<file path="src/rtl/arq_fifo_tx_if.sv">
// Bus bundle for the ARQ transmitter: write port, transmit request and
// status/pulse outputs. The design drives the slave side.
interface arq_fifo_tx_if #(
  parameter int DATA_W    = 4,
  parameter int DEPTH     = 8,
  parameter int MAX_RETRY = 3
);
  localparam int CNT_W = $clog2(DEPTH) + 1;
  localparam int ATT_W = $clog2(MAX_RETRY + 1);

  logic              wr_en;
  logic [DATA_W-1:0] wr_data;
  logic              rd_en;
  logic [1:0]        err_mode;
  logic [DATA_W-1:0] data_out;
  logic              ack;
  logic              nack;
  logic              drop;
  logic              wr_overflow;
  logic              full;
  logic              empty;
  logic [CNT_W-1:0]  count;
  logic [ATT_W-1:0]  attempt;
  logic              busy;

  modport master (
    output wr_en, wr_data, rd_en, err_mode,
    input  data_out, ack, nack, drop, wr_overflow, full, empty, count, attempt, busy
  );

  modport slave (
    input  wr_en, wr_data, rd_en, err_mode,
    output data_out, ack, nack, drop, wr_overflow, full, empty, count, attempt, busy
  );
endinterface

</file>
<file path="src/rtl/arq_fifo_tx.sv">
// FIFO-backed stop-and-wait ARQ transmitter. Each attempt carries a parity
// check; a failed check retries the same head word until MAX_RETRY is spent.
module arq_fifo_tx #(
  parameter int DATA_W    = 4,
  parameter int DEPTH     = 8,
  parameter int MAX_RETRY = 3,
  parameter int RETRY_GAP = 2
) (
  input  logic            clk,
  input  logic            rst,
  arq_fifo_tx_if.slave    bus
);
  localparam int PTR_W = $clog2(DEPTH);
  localparam int CNT_W = PTR_W + 1;
  localparam int ATT_W = $clog2(MAX_RETRY + 1);
  localparam int GAP_W = (RETRY_GAP > 1) ? $clog2(RETRY_GAP) : 1;

  typedef enum logic [1:0] {IDLE, SEND, CHECK, BACKOFF} state_t;

  state_t             state_q;
  logic [DATA_W-1:0]  mem_q [DEPTH];
  logic [PTR_W-1:0]   wptr_q, wptr_d, rptr_q, rptr_d;
  logic [CNT_W-1:0]   count_q, count_d;
  logic [ATT_W-1:0]   attempt_q;
  logic [GAP_W-1:0]   gap_q;
  logic [DATA_W-1:0]  tx_word_q, data_out_q;
  logic               tx_par_q;
  logic               ack_q, nack_q, drop_q, ovf_q;

  logic [DATA_W-1:0]  head;
  logic               full, empty, pass, last_try, pop, push;

  // Error injection: mode 11 leaves the final permitted attempt clean.
  function automatic logic corrupt(input logic [1:0] mode, input logic [ATT_W-1:0] att);
    case (mode)
      2'b00:   corrupt = 1'b0;
      2'b01:   corrupt = 1'b1;
      2'b10:   corrupt = (att == '0);
      default: corrupt = (att < ATT_W'(MAX_RETRY));
    endcase
  endfunction

  assign head     = mem_q[rptr_q];
  assign full     = (count_q == CNT_W'(DEPTH));
  assign empty    = (count_q == '0);
  assign pass     = ((^tx_word_q) == tx_par_q);
  assign last_try = (attempt_q == ATT_W'(MAX_RETRY));
  assign pop      = (state_q == CHECK) && (pass || last_try);
  assign push     = bus.wr_en && (!full || pop);

  always_comb begin
    wptr_d  = wptr_q + PTR_W'(push);
    rptr_d  = rptr_q + PTR_W'(pop);
    count_d = count_q + CNT_W'(push) - CNT_W'(pop);
  end

  always_ff @(posedge clk) begin
    if (push) mem_q[wptr_q] <= bus.wr_data;
  end

  always_ff @(posedge clk or posedge rst) begin
    if (rst) begin
      wptr_q  <= '0;
      rptr_q  <= '0;
      count_q <= '0;
      ovf_q   <= 1'b0;
    end else begin
      wptr_q  <= wptr_d;
      rptr_q  <= rptr_d;
      count_q <= count_d;
      ovf_q   <= bus.wr_en && full && !pop;
    end
  end

  // ---- SEND -> CHECK boundary: transmitted word and its reference parity
  always_ff @(posedge clk) begin
    if (state_q == SEND) begin
      tx_par_q  <= ^head;
      tx_word_q <= head ^ DATA_W'(corrupt(bus.err_mode, attempt_q));
    end
  end

  always_ff @(posedge clk or posedge rst) begin
    if (rst) begin
      state_q    <= IDLE;
      attempt_q  <= '0;
      gap_q      <= '0;
      data_out_q <= '0;
      ack_q      <= 1'b0;
      nack_q     <= 1'b0;
      drop_q     <= 1'b0;
    end else begin
      ack_q  <= 1'b0;
      nack_q <= 1'b0;
      drop_q <= 1'b0;
      case (state_q)
        IDLE: begin
          if (bus.rd_en && !empty) begin
            state_q   <= SEND;
            attempt_q <= '0;
          end
        end
        SEND: state_q <= CHECK;
        CHECK: begin
          if (pass) begin
            ack_q      <= 1'b1;
            data_out_q <= tx_word_q;
            state_q    <= IDLE;
          end else begin
            nack_q <= 1'b1;
            if (last_try) begin
              drop_q  <= 1'b1;
              state_q <= IDLE;
            end else begin
              attempt_q <= attempt_q + 1'b1;
              gap_q     <= '0;
              state_q   <= (RETRY_GAP == 0) ? SEND : BACKOFF;
            end
          end
        end
        BACKOFF: begin
          if (gap_q == GAP_W'(RETRY_GAP - 1)) state_q <= SEND;
          else                                gap_q   <= gap_q + 1'b1;
        end
        default: state_q <= IDLE;
      endcase
    end
  end

  assign bus.data_out    = data_out_q;
  assign bus.ack         = ack_q;
  assign bus.nack        = nack_q;
  assign bus.drop        = drop_q;
  assign bus.wr_overflow = ovf_q;
  assign bus.full        = full;
  assign bus.empty       = empty;
  assign bus.count       = count_q;
  assign bus.attempt     = attempt_q;
  assign bus.busy        = (state_q != IDLE);
endmodule

</file>
<file path="src/flat_wrapper.sv">
// flat-port wrapper written by rule: the top's interface ports become plain ports
module arq_fifo_tx_flat 
#(
  parameter int DATA_W    = 4,
  parameter int DEPTH     = 8,
  parameter int MAX_RETRY = 3,
  parameter int RETRY_GAP = 2
)
  (clk, rst, bus_wr_en, bus_wr_data, bus_rd_en, bus_err_mode, bus_data_out, bus_ack, bus_nack, bus_drop, bus_wr_overflow, bus_full, bus_empty, bus_count, bus_attempt, bus_busy);
  arq_fifo_tx_if #(.DATA_W(DATA_W), .DEPTH(DEPTH), .MAX_RETRY(MAX_RETRY)) bus_i ();
  input  logic clk;
  input  logic rst;
  input wire logic [$bits(bus_i.wr_en)-1:0] bus_wr_en;
  input wire logic [$bits(bus_i.wr_data)-1:0] bus_wr_data;
  input wire logic [$bits(bus_i.rd_en)-1:0] bus_rd_en;
  input wire logic [$bits(bus_i.err_mode)-1:0] bus_err_mode;
  output wire logic [$bits(bus_i.data_out)-1:0] bus_data_out;
  output wire logic [$bits(bus_i.ack)-1:0] bus_ack;
  output wire logic [$bits(bus_i.nack)-1:0] bus_nack;
  output wire logic [$bits(bus_i.drop)-1:0] bus_drop;
  output wire logic [$bits(bus_i.wr_overflow)-1:0] bus_wr_overflow;
  output wire logic [$bits(bus_i.full)-1:0] bus_full;
  output wire logic [$bits(bus_i.empty)-1:0] bus_empty;
  output wire logic [$bits(bus_i.count)-1:0] bus_count;
  output wire logic [$bits(bus_i.attempt)-1:0] bus_attempt;
  output wire logic [$bits(bus_i.busy)-1:0] bus_busy;
  assign bus_i.wr_en = bus_wr_en;
  assign bus_i.wr_data = bus_wr_data;
  assign bus_i.rd_en = bus_rd_en;
  assign bus_i.err_mode = bus_err_mode;
  assign bus_data_out = bus_i.data_out;
  assign bus_ack = bus_i.ack;
  assign bus_nack = bus_i.nack;
  assign bus_drop = bus_i.drop;
  assign bus_wr_overflow = bus_i.wr_overflow;
  assign bus_full = bus_i.full;
  assign bus_empty = bus_i.empty;
  assign bus_count = bus_i.count;
  assign bus_attempt = bus_i.attempt;
  assign bus_busy = bus_i.busy;
  arq_fifo_tx #(.DATA_W(DATA_W), .DEPTH(DEPTH), .MAX_RETRY(MAX_RETRY), .RETRY_GAP(RETRY_GAP)) u_core (.clk(clk), .rst(rst), .bus(bus_i));
endmodule
</file>
<file path="config.mk">
export PLATFORM = sky130hd
export DESIGN_NAME = arq_fifo_tx_flat
export DESIGN_NICKNAME = d
export VERILOG_FILES = /design/src/rtl/arq_fifo_tx_if.sv /design/src/rtl/arq_fifo_tx.sv /design/src/flat_wrapper.sv
export SDC_FILE = /design/constraint.sdc
export NUM_CORES = 1
export LEC_CHECK = 0
export CAP_MARGIN = 0
export CORE_MARGIN = 2
export CORE_UTILIZATION = 60
export CTS_CLUSTER_SIZE = 12
export DETAILED_ROUTE_END_ITERATION = 8
export GPL_TIMING_DRIVEN = 0
export PLACE_DENSITY = 0.83
export SLEW_MARGIN = 20
export SYNTH_ARGS = -nofsm -noshare
export SYNTH_HDL_FRONTEND = slang
export SYNTH_SLANG_ARGS = --single-unit
</file>
<file path="constraint.sdc">
create_clock -name clk -period 3.85 [get_ports clk]
set_clock_uncertainty 0.1 [all_clocks]
set_input_delay 0.5775 -clock clk [delete_from_list [all_inputs] [get_ports clk]]
set_output_delay 0.5775 -clock clk [all_outputs]
set_load 0.01 [all_outputs]
</file>
==> results.toml <==
[min_path]
worstHoldPathType = "reg -> reg"
min_to = "u_core.bus.data_out[3]$_DFFE_PP0P_"
whs_path_depth = 1
min-delay-start = "u_core.bus.data_out[3]$_DFFE_PP0P_"

[logic_synthesis]
postSynth.asyncResetShare_pct = 38.3
synthTopCellsByArea = "edfxtp_1, dfrtp_1, ha_1"
synth_top_flop_cell = "edfxtp_1"
ys_ff_latch = 60
synth_nets = 198
yosysWarnings = 0
syn_area_per_cell_um2 = 15.7
synth_edf_count = 37
synth-seq-area-share_pct = 62.8
synthDistinctLibCells = 36
syn-cell-area_mm2 = 0.00268
netlist_instances = 171
netlist.area_leader.share_pct = 41.4
yosysTopAreaCell = "edfxtp_1"

[floorplan]
die_h_um = 70.9
die_w_um = 70.9
ioPinCount = 27
rows = 24
core_area_mm2 = 0.00432
start_util_pct = 62.1
design.die.area_mm2 = 0.00502

[sta]
setup_viol_count_final = 0
slew_headroom_pct = 35.1
fin_crit_ps = 2740
slew_violations = 0
max_freq_mhz = 365
hold_viol = 0
rsz0062_at_grt = "no"
final.period_utilization_pct = 71.1
worstMarginPinSlew_ps = 965
fin_tns_setup_ps = 0

[worst_setup_path]
crit_fanout = 10
rr_endpoint = "u_core.mem_q[1][0]$_DFFE_PP_"
r2r_cells = 5
crit_required_ps = 3700
rrSetupSlack_ps = 1110
worstSetupEndpointType = "flop"
worst_setup_path_start_kind = "flop"
r2r_start = "u_core.tx_word_q[1]$_DFFE_PP_"
arrival_ps = 2590
critPathKind = "reg -> reg"

[drt]
drtAntennaViolNets = 0
drt_iter0_drc = 83
drc = 0
firstDrtPassIters = 4
routed_via_density = 5.71
num_vias = 1514
avgRoutedWirePerCell_um = 17.2
routed_wirelength_mm = 4.56

[cts]
clockRootBuffer = "clkbuf_8"
clock_sinks = 60
cts-resized-gates = 0
clk_latency_ps = 330
cts_hold_buf = 0
cts.clk_slew.worst_paths_ps = 60
post-cts-setup-buffers = 0
htreeDepth = 3
cts_buffers = 9
cts_tree = "yes"
cts_max_path_buffers = 2

[global_routing]
grt_max_degree = 24
grt_usage_pct = 20.6
antenna_found_initial = 0
grt_pass1_wl_mm = 7.51
grt-ovfl-total = 0
grt_pass1_vias = 1593

[layout]
areaGrowthSynthToFinish_pct = 18.6
fin_area_mm2 = 0.00318
fin_nets = 235
regArea_mm2 = 0.00169
layout_common_cells = "edfxtp_1, clkdlybuf4s50_1, dfrtp_1, inv_1, ha_1"
antenna_cells = 0
drive_above_1_share_pct = 11.7
nFillCells = 275
final_common_cell = "edfxtp_1"
multiInputGateArea_um2 = 898

[run]
maxCapViolations = 0

[placement]
port_buffers = 26
dp_hpwl_mm = 3.22
globalplace.congestion = 0.810
dpl_cell_area_mm2 = 0.00301

[pwr]
peakVddDrop_v = 0.000451
powerDensity_mw_per_mm2 = 833
leakagePower_uw = 0.00130

[status]
outcome = "finished clean"
==> synthesized netlist by cell type (2+ instances only) <==
cell      number
a21oi_1        2
dfrtp_1       23
nor3_1         7
buf_6          2
mux4_2         4
xnor2_1        4
o211ai_1       2
nand2_1        8
ha_1          16
mux4_1         4
inv_1         19
nor4_1         2
mux2_1         4
o21ai_0        5
edfxtp_1      37
mux2_2         5
nand2b_1       4
xor2_1         5
==> critical path, cell delays in order, from the launching register on <==
cell and delay, ps:
edfxtp_1 410, xnor3_1 410, xnor2_1 210, o211a_1 250, buf_2 180, nor4_1 800
==> registers in the layout, indices dropped and copies added (netlist names) <==
name                    cells
u_core.wptr_q               3
u_core.tx_par_q             1
u_core.bus.wr_overflow      1
u_core.bus.data_out         4
u_core.state_q              2
u_core.gap_q                1
u_core.bus.count            4
u_core.rptr_q               3
u_core.bus.drop             1
u_core.tx_word_q            4
u_core.bus.nack             1
u_core.mem_q               32
u_core.bus.ack              1
u_core.bus.attempt          2
==> kinds of logic (layout without fill, tap and decap cells) <==
family,count (synthesis),in the layout,synth area share (%)
XOR/XNOR,11,11,4.66
multiplexers,18,18,11.4
AO/OA/AOI/OAI,16,16,3.92
flip-flops,60,60,62.8
buffers and inverters,22,64,3.68
AND/OR/NAND/NOR,27,27,5.27
adder cells (fa/ha/maj),17,17,8.21
==> per-stage QoR <==
| stage | power, µW | instances | hold slack (ps) | utilization, % | setup slack [ps] |
|---|---|---|---|---|---|
| final | 2650 | 265 | 388 | 73.6 | 1110 |
| after global routing | 2810 | 265 | 409 | 73.6 | 974 |
| after CTS | 2670 | 265 | 395 | 73.6 | 1080 |
| after detailed placement | 2160 | 249 | 381 | 69.6 | 1090 |
| after global placement | 2090 | 249 | 373 | 69.6 | 1150 |
| after floorplan | 1810 | 171 | 362 | - | 1430 |
==> how the worst max path moves through the flow <==
| stage | start | end | slack (ps) |
|---|---|---|---|
| global route | u_core.tx_word_q[0]$_DFFE_PP_ | u_core.bus.count[3]$_DFF_PP0_ | 970 |
| CTS | u_core.tx_word_q[1]$_DFFE_PP_ | u_core.mem_q[1][1]$_DFFE_PP_ | 1080 |
| finish | u_core.tx_word_q[1]$_DFFE_PP_ | u_core.mem_q[1][0]$_DFFE_PP_ | 1110 |
| detailed placement | u_core.tx_word_q[1]$_DFFE_PP_ | u_core.mem_q[1][3]$_DFFE_PP_ | 1090 |
| global placement | u_core.tx_word_q[1]$_DFFE_PP_ | u_core.mem_q[1][3]$_DFFE_PP_ | 1150 |
| floorplan | u_core.tx_word_q[1]$_DFFE_PP_ | u_core.bus.count[2]$_DFF_PP0_ | 1430 |
==> power breakdown <==
group	internal (µW)	total (µW)	switching [µW]
Sequential	915	1030	117
Combinational	583	1120	541
Clock	267	494	227
==> area by class of cell <==
type | instances | area share (%)
buffer | 3 | 0.865
sequential | 60 | 53.0
inverter | 19 | 2.24
clock buffer | 14 | 5.11
multi-input combinational | 89 | 28.2
tap | 52 | 2.04
clock inverter | 2 | 0.315
timing repair buffer | 26 | 8.18
==> metal layers <==
layer | wire [µm] | GRT usage, % | vias to the layer above
li1 | - | - | 702
met1 | 1840 | 23.7 | 761
met2 | 2480 | 35.5 | 46
met3 | 216 | 5.41 | 5
met4 | 25 | 10.3 | 0
met5 | 0 | 0 | -
(Power assumes the default switching activity.)
